[src/rtl/spi_slave_port.sv]
// SPI mode-0 slave endpoint: oversampled pins, RX FIFO and a one-deep TX holding register.
// Define SPI_SLAVE_LSB_FIRST_EN to shift both directions LSB first (default is MSB first).
module spi_slave_port #(
  parameter int unsigned DEPTH       = 4,
  parameter int unsigned SYNC_STAGES = 2
) (
  input  logic       clk,
  input  logic       rst,
  input  logic       sclk,
  input  logic       ss,
  input  logic       mosi,
  output logic       miso,
  input  logic [7:0] tx_data,
  input  logic       tx_valid,
  output logic       tx_ready,
  output logic [7:0] rx_data,
  output logic       rx_valid,
  input  logic       rx_ready,
  output logic       overrun,
  output logic       busy
);

  localparam int unsigned AW = $clog2(DEPTH);
  localparam logic [AW:0] PtrOne = 1;

  typedef enum logic [1:0] {StIdle, StLoad, StShift} state_e;

  // Pin synchronizers are left unreset so a reset never fabricates an ss edge.
  logic [SYNC_STAGES-1:0] sclk_sync_q, ss_sync_q, mosi_sync_q;
  logic                   sclk_prev_q, ss_prev_q;

  always_ff @(posedge clk) begin
    sclk_sync_q <= {sclk_sync_q[SYNC_STAGES-2:0], sclk};
    ss_sync_q   <= {ss_sync_q[SYNC_STAGES-2:0], ss};
    mosi_sync_q <= {mosi_sync_q[SYNC_STAGES-2:0], mosi};
    sclk_prev_q <= sclk_sync_q[SYNC_STAGES-1];
    ss_prev_q   <= ss_sync_q[SYNC_STAGES-1];
  end

  logic sclk_s, ss_s, mosi_s;
  logic sclk_rise, sclk_fall, ss_rise, ss_fall;

  assign sclk_s    = sclk_sync_q[SYNC_STAGES-1];
  assign ss_s      = ss_sync_q[SYNC_STAGES-1];
  assign mosi_s    = mosi_sync_q[SYNC_STAGES-1];
  assign sclk_rise = sclk_s & ~sclk_prev_q;
  assign sclk_fall = ~sclk_s & sclk_prev_q;
  assign ss_rise   = ss_s & ~ss_prev_q;
  assign ss_fall   = ~ss_s & ss_prev_q;

  state_e     state_q, state_d;
  logic [3:0] cnt_q, cnt_d;
  logic [7:0] tx_sh_q, tx_sh_d;
  logic [7:0] rx_sh_q, rx_sh_d;
  logic [7:0] hold_q, hold_d;
  logic       hold_full_q, hold_full_d;
  logic       byte_done_q, byte_done_d;

  logic [7:0] rx_shifted, tx_advanced;
  logic       tx_bit;

`ifdef SPI_SLAVE_LSB_FIRST_EN
  assign rx_shifted  = {mosi_s, rx_sh_q[7:1]};
  assign tx_advanced = {1'b0, tx_sh_q[7:1]};
  assign tx_bit      = tx_sh_q[0];
`else
  assign rx_shifted  = {rx_sh_q[6:0], mosi_s};
  assign tx_advanced = {tx_sh_q[6:0], 1'b0};
  assign tx_bit      = tx_sh_q[7];
`endif

  always_comb begin
    state_d     = state_q;
    cnt_d       = cnt_q;
    tx_sh_d     = tx_sh_q;
    rx_sh_d     = rx_sh_q;
    hold_d      = hold_q;
    hold_full_d = hold_full_q;
    byte_done_d = 1'b0;

    if (tx_valid && !hold_full_q) begin
      hold_d      = tx_data;
      hold_full_d = 1'b1;
    end

    unique case (state_q)
      StIdle: begin
        if (ss_fall) state_d = StLoad;
      end
      StLoad: begin
        tx_sh_d = hold_full_q ? hold_q : 8'h00;
        if (hold_full_q) hold_full_d = 1'b0;
        cnt_d   = 4'd0;
        state_d = StShift;
      end
      StShift: begin
        if (sclk_rise) begin
          rx_sh_d     = rx_shifted;
          cnt_d       = cnt_q + 4'd1;
          byte_done_d = (cnt_q == 4'd7);
        end else if (sclk_fall) begin
          if (cnt_q == 4'd8) state_d = StLoad;
          else               tx_sh_d = tx_advanced;
        end
      end
      default: state_d = StIdle;
    endcase

    // Deselect abandons any partial byte; a completed byte is already in byte_done_q.
    if (ss_rise) begin
      state_d     = StIdle;
      cnt_d       = 4'd0;
      byte_done_d = 1'b0;
    end
  end

  always_ff @(posedge clk) begin
    if (rst) begin
      state_q     <= StIdle;
      cnt_q       <= 4'd0;
      tx_sh_q     <= 8'h00;
      rx_sh_q     <= 8'h00;
      hold_q      <= 8'h00;
      hold_full_q <= 1'b0;
      byte_done_q <= 1'b0;
    end else begin
      state_q     <= state_d;
      cnt_q       <= cnt_d;
      tx_sh_q     <= tx_sh_d;
      rx_sh_q     <= rx_sh_d;
      hold_q      <= hold_d;
      hold_full_q <= hold_full_d;
      byte_done_q <= byte_done_d;
    end
  end

  assign busy     = (state_q != StIdle);
  assign miso     = busy ? tx_bit : 1'b0;
  assign tx_ready = ~hold_full_q;

  // Receive FIFO, first-word fall-through.
  logic [7:0] mem_q [DEPTH];
  logic [AW:0] wptr_q, rptr_q;
  logic        empty, full, push, pop;

  assign empty   = (wptr_q == rptr_q);
  assign full    = (wptr_q[AW] != rptr_q[AW]) && (wptr_q[AW-1:0] == rptr_q[AW-1:0]);
  assign pop     = !empty && rx_ready;
  assign push    = byte_done_q && (!full || pop);
  assign overrun = byte_done_q && full && !pop;

  always_ff @(posedge clk) begin
    if (rst) begin
      wptr_q <= '0;
      rptr_q <= '0;
    end else begin
      if (push) wptr_q <= wptr_q + PtrOne;
      if (pop)  rptr_q <= rptr_q + PtrOne;
    end
  end

  always_ff @(posedge clk) begin
    if (push) mem_q[wptr_q[AW-1:0]] <= rx_sh_q;
  end

  assign rx_valid = !empty;
  assign rx_data  = empty ? 8'h00 : mem_q[rptr_q[AW-1:0]];

endmodule

[config.mk]
export PLATFORM = sky130hd
export DESIGN_NAME = spi_slave_port
export DESIGN_NICKNAME = d
export VERILOG_FILES = /design/src/rtl/spi_slave_port.sv
export SDC_FILE = /design/constraint.sdc
export NUM_CORES = 1
export LEC_CHECK = 0
export ABC_AREA = 1
export BUFFER_PORTS_ARGS = -buffer_cell sky130_fd_sc_hd__buf_2
export CELL_PAD_IN_SITES_DETAIL_PLACEMENT = 0
export CELL_PAD_IN_SITES_GLOBAL_PLACEMENT = 1
export CORE_MARGIN = 2
export CORE_UTILIZATION = 41
export DETAILED_ROUTE_END_ITERATION = 8
export GPL_TIMING_DRIVEN = 0
export PLACE_DENSITY_LB_ADDON = 0.1
export SLEW_MARGIN = 20
export SYNTH_ARGS = -nofsm -noshare
export SYNTH_HDL_FRONTEND = slang
export SYNTH_SLANG_ARGS = --single-unit
[constraint.sdc]
create_clock -name clk -period 1.66 [get_ports clk]
set_clock_uncertainty 0.2 [all_clocks]
set_input_delay 0.249 -clock clk [delete_from_list [all_inputs] [get_ports clk]]
set_output_delay 0.249 -clock clk [all_outputs]
set_load 0.005 [all_outputs]
==> impl_results.md, run 1 <==
- Failing checks: setup timing
- Max incr delay on CP: between 0.3 and 0.4 ns
- Post-route insts no fill: ~530
- Post-Layout Inst Area: between 4000 and 5000 um^2
- Placed cells: roughly 480
- Relative slew margins: 0.8033
- Synthesized area per cell: around 9.5 um^2
- Post-Place Cell Area: approximately 3600 um^2
- Syn Nets: between 300 and 400
- Post-DR wirelength/cell: about 13 um
- RR Startpoint: wptr_q[0]
- Clock power share: 0.367
- TritonCTS Buffers: 9
- RSZ-0062 raised after global routing: yes
- Final hold vios: 0
- Hold WC Path Type: input pin to flop
- Synthesized area: approximately 3300 um^2
- Max Root-Sink Buffers: 2
- Crit-path cells: buf_8 > buf_4 > mux2i_1 > o22ai_1 > nand2_2 > inv_1 > buf_2
- Sw frac: 0.2363
- Worst EP arrival: between 1 and 1.5 ns
- Floorplan row count: 32
- Initial core utilization: 0.4267
- Flops & latches, synth: 80
- Flop pwr share: 0.515
- Initial antenna violation count: 0
- DR vias: ~2500
- Pre-antenna DRT Iters: 4
- Max-Cap Viols: 0
- Setup CP Type: flop to output pin
- PD cells: roughly 970 nW/um^2
- Leak Pwr: approximately 1.8 nW
- Final slew viol count: 0
- Largest net degree at the start of global routing: 14
- Chip Height: roughly 94 um
- Setup violations, final: 10
- Iter 0 DRT Violations: 110
- GRT Overall Usage: 0.1630
- Worst Hold Depth: 4
- Fin nets: between 400 and 500
- Bufs and invs on worst path: 4
- Post-DR vias/cell: between 4 and 5
- Startpoint types: flop
- Sw power: just under 1 mW
- Run status: finished with violations
- Die extent in x: roughly 94 um
- CTS Sinks: 80
- Unique masters post-synth: 31
- Layout cell share with drive strength beyond 1: 0.2881
- Clock Latency Late Sink: roughly 0.34 ns
- Least-Margin Pin Slew: 0.2947 ns
- Part of the power in combinational logic: 0.118
- Die area: 8819 um^2
- Crit path setup slack, layout: -0.2261 ns
- First-pass GRT wire length: 10.92 mm
- Vias in the first global route: about 2300
- Antenna Nets Post-Route: 0
- Core ar.: around 8000 um^2
- Final HPWL DP: around 4.3 mm
- Cell Int Power: around 3.2 mW
- R2R Path End: mem_q[1][2]
- Data required, critical path: 1.21 ns
- R2R cell count: 9
- Crit path max fanout: 7
- Final Core Density: 0.5540
- Routed wire length: between 6 and 7 mm
- Achievable clock frequency: 0.5302 GHz
- ANT cells: 0
- Area grow syn2layout: 29.82%
- Root Driver: clkbuf_8
- GPL Wtd Cong: about 0.75
- PortBufs: 26
- CTS tree: yes
- Synth Warn #: 0
- Tcrit/Tclk final: 1.136
- R2r setup slk: approximately 0.050 ns
- Hold Startpoint: rx_ready
- Post-synthesis sequential area ratio: 0.5798
- CP endpoint kind: output pin
- Final min period: roughly 1.9 ns
- Critical path's slowest cell: dfxtp_2
- Clock-pin transition on the worst setup and hold timing paths: ~0.080 ns
- Worst vdd ir: 0.0005629 V
- I/O pin cnt: 28
- Delay-heaviest family, CP: buffers and inverters
- Grt ovf: 0
- Cells after Synth: between 300 and 400
- Worst Hold Endpoint: rptr_q[1]
- Htree depth: 3
- Drt drc: 0
==> what timing repair did <==
action	in CTS	in global routing
endpoints found under the hold margin	14	0
hold buffers	14	0
pin swaps	7	13
buffers inserted	14	5
cloned	1	1
gates resized for setup	35	25
endpoints found under the setup margin	42	61
==> power groups by stage <==
stage / Clock, mW / Combinational (mW) / Sequential [mW]
floorplan: 0 / 0.270 / 2.17
global route: 1.62 / 0.552 / 2.15
finish: 1.52 / 0.492 / 2.14
CTS: 1.56 / 0.450 / 2.14
detailed placement: 0 / 0.372 / 2.18
global placement: 0 / 0.367 / 2.18
==> state kept, by name, summed over array words and instances, names as in the netlist, 2 cells and up, named ones only <==
name and flops:
mem_q 32, hold_q 8, rx_sh_q 8, tx_sh_q 8, cnt_q 4, rptr_q 3
wptr_q 3, mosi_sync_q 2, sclk_sync_q 2, ss_sync_q 2, state_q 2
==> synth_stat cells (all sizes together) <==
cell	count	area, um^2
nand3b	1	7.510
buf	10	73.81
a211oi	1	7.510
o211ai	1	7.510
nor3	5	40.04
o22ai	8	50.05
a21oi	10	53.80
ha	7	87.58
inv	38	145.1
nand2	55	262.8
o21ai	33	172.7
nor2	74	297.8
xor2	2	17.52
mux2i	8	80.08
dfxtp	48	960.9
clkinv	1	8.760
nand3	16	80.08
edfxtp	32	960.9
==> worst register-to-register path, cell delays in order, from the launching register on <==
cell and delay [ns]:
dfxtp_4 0.36, inv_4 0.05, nand2_2 0.04, nand2_2 0.07, nor2_4 0.05, buf_6 0.12
nand2_8 0.09, nand2_8 0.08, nor2_4 0.13, buf_6 0.14
==> placed cells by master, fill, tap and decap left out, types with 3 or more instances in the layout <==
| cell | n |
|---|---|
| nor2_1 | 63 |
| nand2_1 | 40 |
| dfxtp_1 | 39 |
| edfxtp_1 | 32 |
| inv_1 | 28 |
| buf_2 | 26 |
| o21ai_0 | 22 |
| nand3_1 | 16 |
| buf_4 | 14 |
| dlygate4sd3_1 | 14 |
| buf_6 | 11 |
| o21ai_1 | 9 |
| clkbuf_8 | 9 |
| nand2_2 | 8 |
| mux2i_1 | 8 |
| o22ai_1 | 8 |
| a21oi_1 | 8 |
| nor2_4 | 7 |
| ha_1 | 7 |
| dfxtp_2 | 6 |
| inv_2 | 5 |
| nand2_4 | 4 |
| nor2_2 | 4 |
| inv_4 | 3 |
| nand2_8 | 3 |
| nor3_2 | 3 |
| clkinv_4 | 3 |
| dfxtp_4 | 3 |
==> cells by family after synthesis <==
family	Yosys count	share of synthesized area
simple gates	151	0.2076
fa+ha+maj	7	0.02642
buf+inv	49	0.06870
flops	80	0.5798
compound gates	53	0.08796
xor+xnor	2	0.005286
mux	8	0.02416
==> metrics by stage <==
| step | setup slack [ns] | hold WS (ns) | total power, mW | TNS, ns |
|---|---|---|---|---|
| after floorplan | -0.05610 | 0.07672 | 2.442 | -1.794 |
| after global placement | -0.4420 | 0.1153 | 2.551 | -13.50 |
| after detailed placement | -0.4496 | 0.1143 | 2.556 | -13.87 |
| after CTS | -0.2384 | 0.04317 | 4.153 | -2.098 |
| after global routing | -0.3400 | 0.07772 | 4.324 | -3.084 |
| final | -0.2261 | 0.08441 | 4.155 | -1.991 |
==> metal layers <==
| metal | global-route usage | share of wire | up-vias |
|---|---|---|---|
| li1 | - | - | 1289 |
| met1 | 0.1850 | 0.43 | 1122 |
| met2 | 0.2935 | 0.52 | 33 |
| met3 | 0.04815 | 0.033 | 8 |
| met4 | 0.05072 | 0.012 | 0 |
| met5 | 0 | 0 | - |
==> worst max-delay path by stage <==
stage | start | endpoint | slack [ns] | cells past startpoint
detailed placement | wptr_q[0] | mem_q[1][6] | -0.45 | 7
floorplan | wptr_q[0] | mem_q[0][0] | -0.06 | 7
CTS | rptr_q[0] | rx_data[2] | -0.24 | 9
global placement | wptr_q[0] | mem_q[0][6] | -0.44 | 7
finish | flop | rx_data[4] | -0.23 | 7
global route | flop | rx_data[6] | -0.34 | 7
==> cell type report <==
type / count / area (um^2)
multi-input cells: 221 / 1254
inverters: 39 / 166.4
well taps: 102 / 127.6
flip-flops and latches: 80 / 1941
plain buffers: 10 / 96.34
fillers: 741 / 3465
repair buffers: 61 / 505.5
clock inverters: 5 / 81.33
clock buffers: 11 / 131.4
Power figures use the tool's default switching activity.
==> inputs of run 2 (changes only) <==
--- a/config.mk
+++ b/config.mk
@@ -13,7 +13,7 @@
 export CORE_UTILIZATION = 41
 export DETAILED_ROUTE_END_ITERATION = 8
 export GPL_TIMING_DRIVEN = 0
-export PLACE_DENSITY_LB_ADDON = 0.1
+export PLACE_DENSITY = 0.85
 export SLEW_MARGIN = 20
 export SYNTH_ARGS = -nofsm -noshare
 export SYNTH_HDL_FRONTEND = slang
==> run 2 against run 1 <==
- the flow still finishes with violations (setup timing)
- highest routed layer unchanged
- via count grew 1.7%
- combinational power about the same
- critical path depth unchanged
- sequential share of layout area grew 0.68 points
- clock power fell by 11%
- power down 4.2%
- first-iteration DRC count shrank 7.3%
- routed wire length decreased by 4.0%
==> impl_results.md, run 2 (same netlist as run 1, synthesis figures left out) <==
- Post-DR vias/cell: 4.749
- Tcrit/Tclk final: 1.168
- R2r setup slk: -0.09 ns
- Die extent in x: between 90 and 100 um
- Worst Hold Depth: 4
- Routed wire length: 6.444 mm
- Setup violations, final: 42
- Initial antenna violation count: 0
- R2R Path End: mem_q[2][1]
- Critical path's slowest cell: dfxtp_2
- Tot Pwr: 3.982 mW
- CTS tree: yes
- Layout cell share with drive strength beyond 1: 0.2955
- Crit path max fanout: 6
- Achievable clock frequency: between 0.5 and 0.6 GHz
- Htree depth: 3
- RSZ-0062 raised after global routing: yes
- TritonCTS Buffers: 9
- Fin nets: 440
- Startpoint types: flop
- Chip Height: about 94 um
- GPL Wtd Cong: between 0.7 and 0.8
- Least-Margin Pin Slew: a little over 0.3 ns
- Pre-antenna DRT Iters: 4
- ANT cells: 0
- CP endpoint kind: output pin
- Final slew viol count: 0
- Max Root-Sink Buffers: 2
- CTS Sinks: 80
- Max incr delay on CP: 0.33 ns
- Iter 0 DRT Violations: slightly above 100
- Largest net degree at the start of global routing: 17
- Bufs and invs on worst path: 4
- Delay-heaviest family, CP: buffers and inverters
- Data required, critical path: ~1.2 ns
- Final HPWL DP: between 4 and 5 mm
- Post-Place Cell Area: about 3600 um^2
- Post-Layout Inst Area: ~4200 um^2
- Area grow syn2layout: 28.05%
- Floorplan row count: 32
- Final min period: around 1.9 ns
- Clock-pin transition on the worst setup and hold timing paths: approximately 0.09 ns
- Commonest non-fill, non-tap cell in the layout: nor2_1
- Root Driver: clkbuf_8
- Final setup TNS: -4.186 ns
- Worst vdd ir: around 0.00054 V
- Fin Hold WS: about 0.07 ns
- Crit-path cells: buf_8 > clkbuf_16 > o21ai_0 > o22ai_1 > nand2_2 > inv_1 > buf_2
- Die area: about 8800 um^2
- Vias in the first global route: 2393
- Core ar.: roughly 8000 um^2
- Post-DR wirelength/cell: approximately 12 um
- DR vias: about 2500
- Worst EP arrival: roughly 1.5 ns
- PD cells: ~940 nW/um^2
- Final Core Density: 0.5464
- Failing checks: setup timing
- Hold Startpoint: rx_ready
- R2R cell count: 9
- Final hold vios: 0
- I/O pin cnt: 28
- Leak Pwr: 1.774 nW
- Relative slew margins: 0.7933
- PortBufs: 26
- Crit path setup slack, layout: -0.2783 ns
- RR Startpoint: rptr_q[1]
- Number of flip-flops in the largest register: 32
- Setup CP Type: flop to output pin
- Max-Cap Viols: 0
- First-pass GRT wire length: approximately 11 mm
- Clock Latency Late Sink: 0.35 ns
- Most frequent cells in the layout: 64 x nor2_1, 39 x dfxtp_1, 35 x nand2_1, 32 x edfxtp_1, 31 x inv_1
- GRT Overall Usage: 0.1549
- Run status: finished with violations
- Grt ovf: 0
- Drt drc: 0
- Initial core utilization: 0.4267
- Antenna Nets Post-Route: 0
- Worst Hold Endpoint: rptr_q[1]
- FILL cells: slightly above 700
- Hold WC Path Type: input pin to flop
## run 2: cell type report
class	instances	area, um^2	area share
tap	102	127.6	0.03007
timing repair buffer	57	460.4	0.1085
multi-input combinational	221	1266	0.2983
clock buffer	9	123.9	0.02919
inverter	39	162.7	0.03833
sequential	80	1943	0.4578
buffer	10	97.59	0.02300
clock inverter	7	62.56	0.01474
## run 2: repair_timing
action | 4_1_cts | 5_1_grt
pin swaps | 8 | 6
endpoints found under the setup margin | 42 | 47
buffers inserted | 10 | 5
hold buffers | 14 | 0
cloned | 1 | 1
hold endpoints to repair | 17 | 0
gates resized for setup | 42 | 20
## run 2: worst min-delay path, cell delays in order
cell and delay [ns]:
buf_2 0.14, nand3b_1 0.09, nand2_1 0.06, nor2_1 0.04
## run 2: layer usage
layer | routed length [um] | share of wire | GRT usage | vias up
li1 | - | - | - | 1287
met1 | 2784 | 0.43 | 0.1810 | 1154
met2 | 3361 | 0.52 | 0.2756 | 45
met3 | 234 | 0.036 | 0.03371 | 7
met4 | 64 | 0.0099 | 0.06039 | 0
met5 | 0 | 0 | 0 | -
## run 2: worst max path at each step
| stage | start | end | slack, ns | cells past startpoint |
|---|---|---|---|---|
| final | flop | rx_data[7] | -0.28 | 7 |
| after floorplan | wptr_q[0] | mem_q[0][0] | -0.06 | 7 |
| after CTS | flop | rx_data[5] | -0.26 | 7 |
| after global placement | wptr_q[0] | mem_q[1][6] | -0.38 | 7 |
| after detailed placement | wptr_q[0] | mem_q[0][6] | -0.44 | 7 |
| after global routing | flop | rx_data[7] | -0.35 | 7 |
## run 2: metrics by stage
| step | setup WS [ns] | std cells |
|---|---|---|
| finish | -0.2783 | 525 |
| global route | -0.3516 | 525 |
| global placement | -0.3788 | 478 |
| detailed placement | -0.4439 | 478 |
| floorplan | -0.05610 | 350 |
| CTS | -0.2620 | 519 |
## run 2: report_power, final
part	internal, mW	switching [mW]
Sequential	2.09	0.0451
Combinational	0.228	0.261
Clock	0.577	0.777
